`src/rtl/sigsequencer.sv`:
```
// Sample sequencer: buffers IQ samples in a 2-entry FIFO and replays each one
// TRATE times with time-slot address and window framing flags.
module sigsequencer #(
  parameter int WIDTH = 32,
  parameter int TRATE = 30,
  parameter int LOOP  = 4,
  localparam int TBITS = $clog2(TRATE),
  localparam int LBITS = $clog2(LOOP) + 1
) (
  input  logic             clock,
  input  logic             reset,
  input  logic             s_valid,
  output logic             s_ready,
  input  logic [WIDTH-1:0] s_idata,
  input  logic [WIDTH-1:0] s_qdata,
  output logic             valid_o,
  output logic             first_o,
  output logic             next_o,
  output logic             last_o,
  output logic [TBITS-1:0] taddr_o,
  output logic [WIDTH-1:0] idata_o,
  output logic [WIDTH-1:0] qdata_o
);

  localparam logic [TBITS-1:0] TMAX = TBITS'(TRATE - 1);
  localparam logic [LBITS-1:0] LMAX = LBITS'(LOOP - 1);

  typedef enum logic {
    IDLE = 1'b0,
    RUN  = 1'b1
  } state_t;

  state_t           state_q, state_d;
  logic [WIDTH-1:0] imem_q [2];
  logic [WIDTH-1:0] imem_d [2];
  logic [WIDTH-1:0] qmem_q [2];
  logic [WIDTH-1:0] qmem_d [2];
  logic             wr_ptr_q, wr_ptr_d;
  logic             rd_ptr_q, rd_ptr_d;
  logic [1:0]       count_q, count_d;
  logic             ready_q, ready_d;
  logic [TBITS-1:0] tcount_q, tcount_d;
  logic [LBITS-1:0] lcount_q, lcount_d;
  logic             valid_q, valid_d;
  logic             first_q, first_d;
  logic             next_q, next_d;
  logic             last_q, last_d;
  logic [TBITS-1:0] taddr_q, taddr_d;
  logic [WIDTH-1:0] idata_q, idata_d;
  logic [WIDTH-1:0] qdata_q, qdata_d;

  logic push_s;
  logic pop_s;
  logic beat_s;

  // FIFO bookkeeping, beat counters and next-state logic
  always_comb begin
    state_d  = state_q;
    imem_d   = imem_q;
    qmem_d   = qmem_q;
    wr_ptr_d = wr_ptr_q;
    rd_ptr_d = rd_ptr_q;
    count_d  = count_q;
    tcount_d = tcount_q;
    lcount_d = lcount_q;
    valid_d  = 1'b0;
    first_d  = 1'b0;
    next_d   = 1'b0;
    last_d   = 1'b0;
    taddr_d  = taddr_q;
    idata_d  = idata_q;
    qdata_d  = qdata_q;

    // ready is registered, so acceptance never depends on this cycle's pop
    push_s = s_valid & ready_q;
    beat_s = (state_q == RUN);
    pop_s  = beat_s && (tcount_q == TMAX);

    if (push_s) begin
      imem_d[wr_ptr_q] = s_idata;
      qmem_d[wr_ptr_q] = s_qdata;
      wr_ptr_d         = ~wr_ptr_q;
    end else begin
      wr_ptr_d = wr_ptr_q;
    end

    if (pop_s) begin
      rd_ptr_d = ~rd_ptr_q;
      lcount_d = (lcount_q == LMAX) ? '0 : lcount_q + LBITS'(1'b1);
    end else begin
      rd_ptr_d = rd_ptr_q;
    end

    case ({push_s, pop_s})
      2'b10:   count_d = count_q + 2'd1;
      2'b01:   count_d = count_q - 2'd1;
      default: count_d = count_q;
    endcase

    ready_d = (count_d != 2'd2);

    if (beat_s) begin
      tcount_d = (tcount_q == TMAX) ? '0 : tcount_q + TBITS'(1'b1);
      valid_d  = 1'b1;
      first_d  = (tcount_q == '0) && (lcount_q == '0);
      next_d   = (tcount_q == TMAX);
      last_d   = (tcount_q == TMAX) && (lcount_q == LMAX);
      taddr_d  = tcount_q;
      idata_d  = imem_q[rd_ptr_q];
      qdata_d  = qmem_q[rd_ptr_q];
    end else begin
      tcount_d = tcount_q;
    end

    case (state_q)
      IDLE:    state_d = push_s ? RUN : IDLE;
      RUN:     state_d = (pop_s && (count_d == 2'd0)) ? IDLE : RUN;
      default: state_d = IDLE;
    endcase
  end

  // State register and registered outputs
  always_ff @(posedge clock or posedge reset) begin
    if (reset) begin
      state_q   <= IDLE;
      imem_q[0] <= '0;
      imem_q[1] <= '0;
      qmem_q[0] <= '0;
      qmem_q[1] <= '0;
      wr_ptr_q  <= 1'b0;
      rd_ptr_q  <= 1'b0;
      count_q   <= 2'd0;
      ready_q   <= 1'b0;
      tcount_q  <= '0;
      lcount_q  <= '0;
      valid_q   <= 1'b0;
      first_q   <= 1'b0;
      next_q    <= 1'b0;
      last_q    <= 1'b0;
      taddr_q   <= '0;
      idata_q   <= '0;
      qdata_q   <= '0;
    end else begin
      state_q   <= state_d;
      imem_q    <= imem_d;
      qmem_q    <= qmem_d;
      wr_ptr_q  <= wr_ptr_d;
      rd_ptr_q  <= rd_ptr_d;
      count_q   <= count_d;
      ready_q   <= ready_d;
      tcount_q  <= tcount_d;
      lcount_q  <= lcount_d;
      valid_q   <= valid_d;
      first_q   <= first_d;
      next_q    <= next_d;
      last_q    <= last_d;
      taddr_q   <= taddr_d;
      idata_q   <= idata_d;
      qdata_q   <= qdata_d;
    end
  end

  assign s_ready = ready_q;
  assign valid_o = valid_q;
  assign first_o = first_q;
  assign next_o  = next_q;
  assign last_o  = last_q;
  assign taddr_o = taddr_q;
  assign idata_o = idata_q;
  assign qdata_o = qdata_q;

endmodule

```
`config.mk`:
```
export PLATFORM = sky130hd
export DESIGN_NAME = sigsequencer
export DESIGN_NICKNAME = d
export VERILOG_FILES = /design/src/rtl/sigsequencer.sv
export SDC_FILE = /design/constraint.sdc
export NUM_CORES = 1
export LEC_CHECK = 0
export BUFFER_PORTS_ARGS = -buffer_cell sky130_fd_sc_hd__buf_4
export CORE_MARGIN = 2
export CORE_UTILIZATION = 50
export CTS_CLUSTER_SIZE = 20
export DETAILED_ROUTE_END_ITERATION = 8
export PLACE_DENSITY = 0.77
export SLEW_MARGIN = 20
export SYNTH_ARGS = -nofsm -noshare
export SYNTH_HDL_FRONTEND = slang
export SYNTH_SLANG_ARGS = --single-unit
```
`constraint.sdc`:
```
create_clock -name clock -period 15.2 [get_ports clock]
set_input_delay 2.28 -clock clock [delete_from_list [all_inputs] [get_ports clock]]
set_output_delay 2.28 -clock clock [all_outputs]
set_load 0.1 [all_outputs]
```
# Yosys cells after proc, flatten, opt, wreduce, memory -nomap -nowiden

Index checks and enable logic that the tools add are counted.

Input bits: 67
Output and inout bits: 74
Register bits after elaboration: 215
Logic and storage cells: 64

Eq/ne operators: 5
Muxes and demuxes: 20
Order comparisons: 3
Bitwise logic cells: 6
Add/subtract/negate cells: 4
Reductions and logical operators: 8

Operators by type and width:

| operator                                                                     | count |
|---|---|
| 32-bit two-way mux                                                           | 7 |
| 64-bit bitwise mux                                                           | 2 |
| 32-bit demux with 1-bit select                                               | 1 |
| 1-bit two-way mux                                                            | 6 |
| 5-bit by 1-bit adder with 5-bit output, second input constant                | 1 |
| 5-bit equality test, second input constant                                   | 1 |
| 1-bit logical AND                                                            | 5 |
| 5-bit logical NOT                                                            | 1 |
| 5-bit two-way mux                                                            | 1 |
| 2-bit >= comparator, second input constant                                   | 2 |
| 1-bit inverter with 2-bit output                                             | 2 |
| 2-bit one-hot mux with 2 select lines                                        | 1 |
| 3-bit by 1-bit adder with 3-bit output, second input constant                | 1 |
| 3-bit by 2-bit equality test with 1-bit output, second input constant        | 1 |
| 3-bit logical NOT                                                            | 1 |
| 3-bit two-way mux                                                            | 1 |
| 1-bit inverter                                                               | 3 |
| 2-bit by 1-bit adder with 2-bit output, second input constant                | 1 |
| 2-bit by 1-bit equality test with 1-bit output, second input constant        | 1 |
| 2-bit equality test, second input constant                                   | 1 |
| 2-bit logical NOT                                                            | 1 |
| 2-bit by 1-bit less-than comparator with 1-bit output, second input constant | 1 |
| 2-bit inequality test, second input constant                                 | 1 |
| 1-bit one-hot mux with 2 select lines                                        | 1 |
| other kinds (2)                                                              | 2 |

# Logic depth before layout (Yosys ltp)

Depth after elaboration: 8
Mapped depth: 8
Gate-level depth less buffers: 8

# Least setup slack after synthesis

Ideal clock, no wire load.

Path kind: input-to-reg
Start: input port s_valid
End: register imem_q[32] (netlist name)
Data arrival time: 3206 ps
Slack: 11869 ps
Data required time: 15075 ps
Buffers on the path: 2
Stages on the path: 5
Setup time: 125 ps
Cell sequence: nand2_1 -> or2_1 -> buf_6 -> buf_8 -> mux2_4

Longest elaborated chain between the ends: 1

RTL lines:

| element              | line | source |
|---|---|---|
| start, declared      | 12   | `input logic s_valid,` |
| 1-bit AND            | 75   | `push_s = s_valid & ready_q;` |
| end signal, assigned | 145  | `imem_q <= imem_d;` |
| end, declared        | 34   | `logic [WIDTH-1:0] imem_q [2];` |

Every way passes these cells.
A chain may end at the register's enable or synchronous reset.

# Final worst setup path

Start: register ready_q, in the netlist s_ready
End: output port s_ready

RTL lines:

| element                | line | source |
|---|---|---|
| start, declared        | 41   | `logic ready_q, ready_d;` |
| start signal, assigned | 150  | `ready_q <= ready_d;` |
| end, declared          | 13   | `output logic s_ready,` |

No word-level cell between the ends.

==> flow_metrics.env <==
export IMPL_outcome="finished, final reports clean"
export IMPL_crit_type="flop to output pin"
export IMPL_synth_cell_area_mm2=0.00886
export IMPL_clkTransAtPathRegs_ps=60
export IMPL_setup_violations=0
export IMPL_drv_cap=0
export IMPL_holdCritStartpoint="qmem_q[22]"
export IMPL_hold_buffers=0
export IMPL_min_delay_path_class="flop to flop"
export IMPL_cp_top_family="flip-flops"
export IMPL_die_w_um=137
export IMPL_portBuffers=140
export IMPL_drt_iter0_drc=297
export IMPL_final_nets=842
export IMPL_yosysTopAreaCellShare_pct=60.7
export IMPL_reg2reg_to="beat_s"
export IMPL_routed_wl_um=17600
export IMPL_worstMarginPinSlew_ps=1130
export IMPL_post_cts_buffers=0
export IMPL_synth_seq_cells=215
export IMPL_fin_skew_ps=9.54
export IMPL_r2r_setup_slack_ps=13000
export IMPL_initial_utilization_pct=51.2
export IMPL_die_area_mm2=0.0188
export IMPL_num_vias=5312
export IMPL_yosys_warnings=0
export IMPL_fmax_mhz=278
export IMPL_ant_nets=0
export IMPL_dr_pass1_iters=4
export IMPL_grt_pass1_wl_um=28100
export IMPL_synth_top_area_cell="dfrtp_1"
export IMPL_coreArea_mm2=0.0173
export IMPL_syn_inst=637
export IMPL_wl_per_cell_um=17.4
export IMPL_cts_tree="built"
export IMPL_synthFlopType="dfrtp_1"
export IMPL_synth_cell_types=30
export IMPL_synth_commonest_cells="dfrtp_1, mux2_2, nor2_1"
export IMPL_period_needed_ps=3590
export IMPL_grt_max_degree=133
export IMPL_area_growth_pct=21.7
export IMPL_worstPathBufferInverterCount=1
export IMPL_rsz0062_at_grt="false"
export IMPL_grt_pass1_vias=5687
export IMPL_async_flop_share_pct=100
export IMPL_clk_path_buf_depth=3
export IMPL_num_fill_cells=1341
export IMPL_post_dp_hpwl_um=11100
export IMPL_worstPathArrival_ps=1310
export IMPL_fin_crit_sh_pct=23.6
export IMPL_num_antenna_cells=0
export IMPL_crit_slowest_cell="dfrtp_1"
export IMPL_finalHoldViolations=0
export IMPL_synth_edf_count=0
export IMPL_crit_path_end_kind="output pin"
export IMPL_clk_latency_ps=490
export IMPL_drive_gt1_share_pct=40.8
export IMPL_via_per_inst=5.26
export IMPL_drc=0
export IMPL_worstPathCellList="buf_4"
export IMPL_crit_path_max_fanout=4
export IMPL_postSynthNetCount=710
export IMPL_r2r_start="tcount_q[1]"
export IMPL_synth_area_leaders="dfrtp_1, mux2_2, mux2_4, mux2i_1, a21oi_1"
export IMPL_die_y_um=137
export IMPL_grt_antenna_before_repair=0
export IMPL_core_rowCount=48
export IMPL_cts_max_level=1
export IMPL_ff2ff_path_depth=8
export IMPL_cts_buffers=22
export IMPL_slowest_delay_ps=480
export IMPL_ios=141
export IMPL_grt_ovfl_total=0
export IMPL_final_max_slew_violation_count=0
export IMPL_relSlewSlack_pct=24.4
export IMPL_post_cts_resize_count=0
export IMPL_gp_congestion=0.750
export IMPL_tns_ps=0
export IMPL_root_buffer="clkbuf_16"
export IMPL_avgSynthCellArea_um2=13.9
export IMPL_cts_sinks=215
export IMPL_hold_end="qmem_q[22]"
export IMPL_gr_usage_all_layers_pct=18.7
export IMPL_required_ps=12920
export IMPL_ys_seq_area_share_pct=60.7
export IMPL_start_kind="flop"
export IMPL_yosysMostFrequentCell="dfrtp_1"
export IMPL_min_path_cells=1
==> layout by cell type, fill, tap and decap left out <==
master     count
a21boi_0       1
a21oi_1       66
a22oi_1        1
a31oi_1        1
and3_1         1
buf_12         1
buf_4        141
buf_6          2
bufinv_16      1
clkbuf_1       1
clkbuf_16     23
clkbuf_8       6
clkinv_2       8
dfrtp_1      213
dfrtp_4        2
ha_1           6
inv_1          6
inv_8          1
mux2_2        83
mux2_4        49
mux2i_1       66
nand2_1       10
nand2b_1       2
nand3_1        3
nand3_4        1
nand4_1        2
nor2_1        69
nor2_2         1
nor3_1         1
nor4bb_1       1
o21ai_0        6
o2bb2ai_1      1
o41ai_1        1
or2_4          1
xnor2_1        3
xor2_1         3
==> final cells by class <==
class | count | area [um^2] | area share (%)
timing repair buffer | 144 | 1100 | 10.2
multi-input combinational | 379 | 3250 | 30.1
clock buffer | 30 | 662 | 6.14
inverter | 7 | 33.8 | 0.313
sequential | 215 | 5390 | 50.0
tap | 225 | 282 | 2.61
clock inverter | 9 | 70.1 | 0.650
==> state kept, by name (all words and copies together) (netlist names) <==
signal    count
wr_ptr_q      1
next_o        1
rd_ptr_q      1
s_ready       1
beat_s        1
idata_o      32
qdata_o      32
taddr_o       5
lcount_q      3
imem_q       64
tcount_q      5
first_o       1
valid_o       1
qmem_q       64
count_q       2
last_o        1
==> worst max path at each step <==
stage | from | cells after the start | slack (ps) | end
after floorplan | reset | 1 | 7040 | beat_s
after global placement | reset | 3 | 11090 | qdata_o[18]
after detailed placement | reset | 3 | 10990 | qdata_o[19]
after CTS | reset | 3 | 11520 | qdata_o[18]
after global routing | s_ready | 1 | 11560 | s_ready
final | s_ready | 1 | 11610 | s_ready
==> routing by layer <==
layer	vias to the layer above	global-route usage, %	part of all wire (%)
met5	-	0	0
met4	0	4.52	1.3
met3	20	4.41	6.3
met2	133	30.2	47
met1	2670	25.8	46
li1	2489	-	-
==> metrics by stage <==
step	setup slack (ps)	std cells	utilization, %	hold WS [ps]	instance area [um^2]
after floorplan	7040	637	-	349	8860
after global placement	11090	969	58.0	486	10000
after detailed placement	10990	970	58.1	492	10000
after CTS	11520	1009	62.3	507	10800
after global routing	11560	1009	62.3	513	10800
final	11610	1009	62.3	504	10800
==> cells by family after synthesis <==
family	synth area share [%]
fa+ha+maj	0.847
flops	60.7
simple gates	4.24
compound gates	4.51
buf+inv	2.77
xor+xnor	0.593
mux	26.3
Power is not shown: default switching activity piles up to over one toggle a cycle in this logic, so the estimate is an artifact.
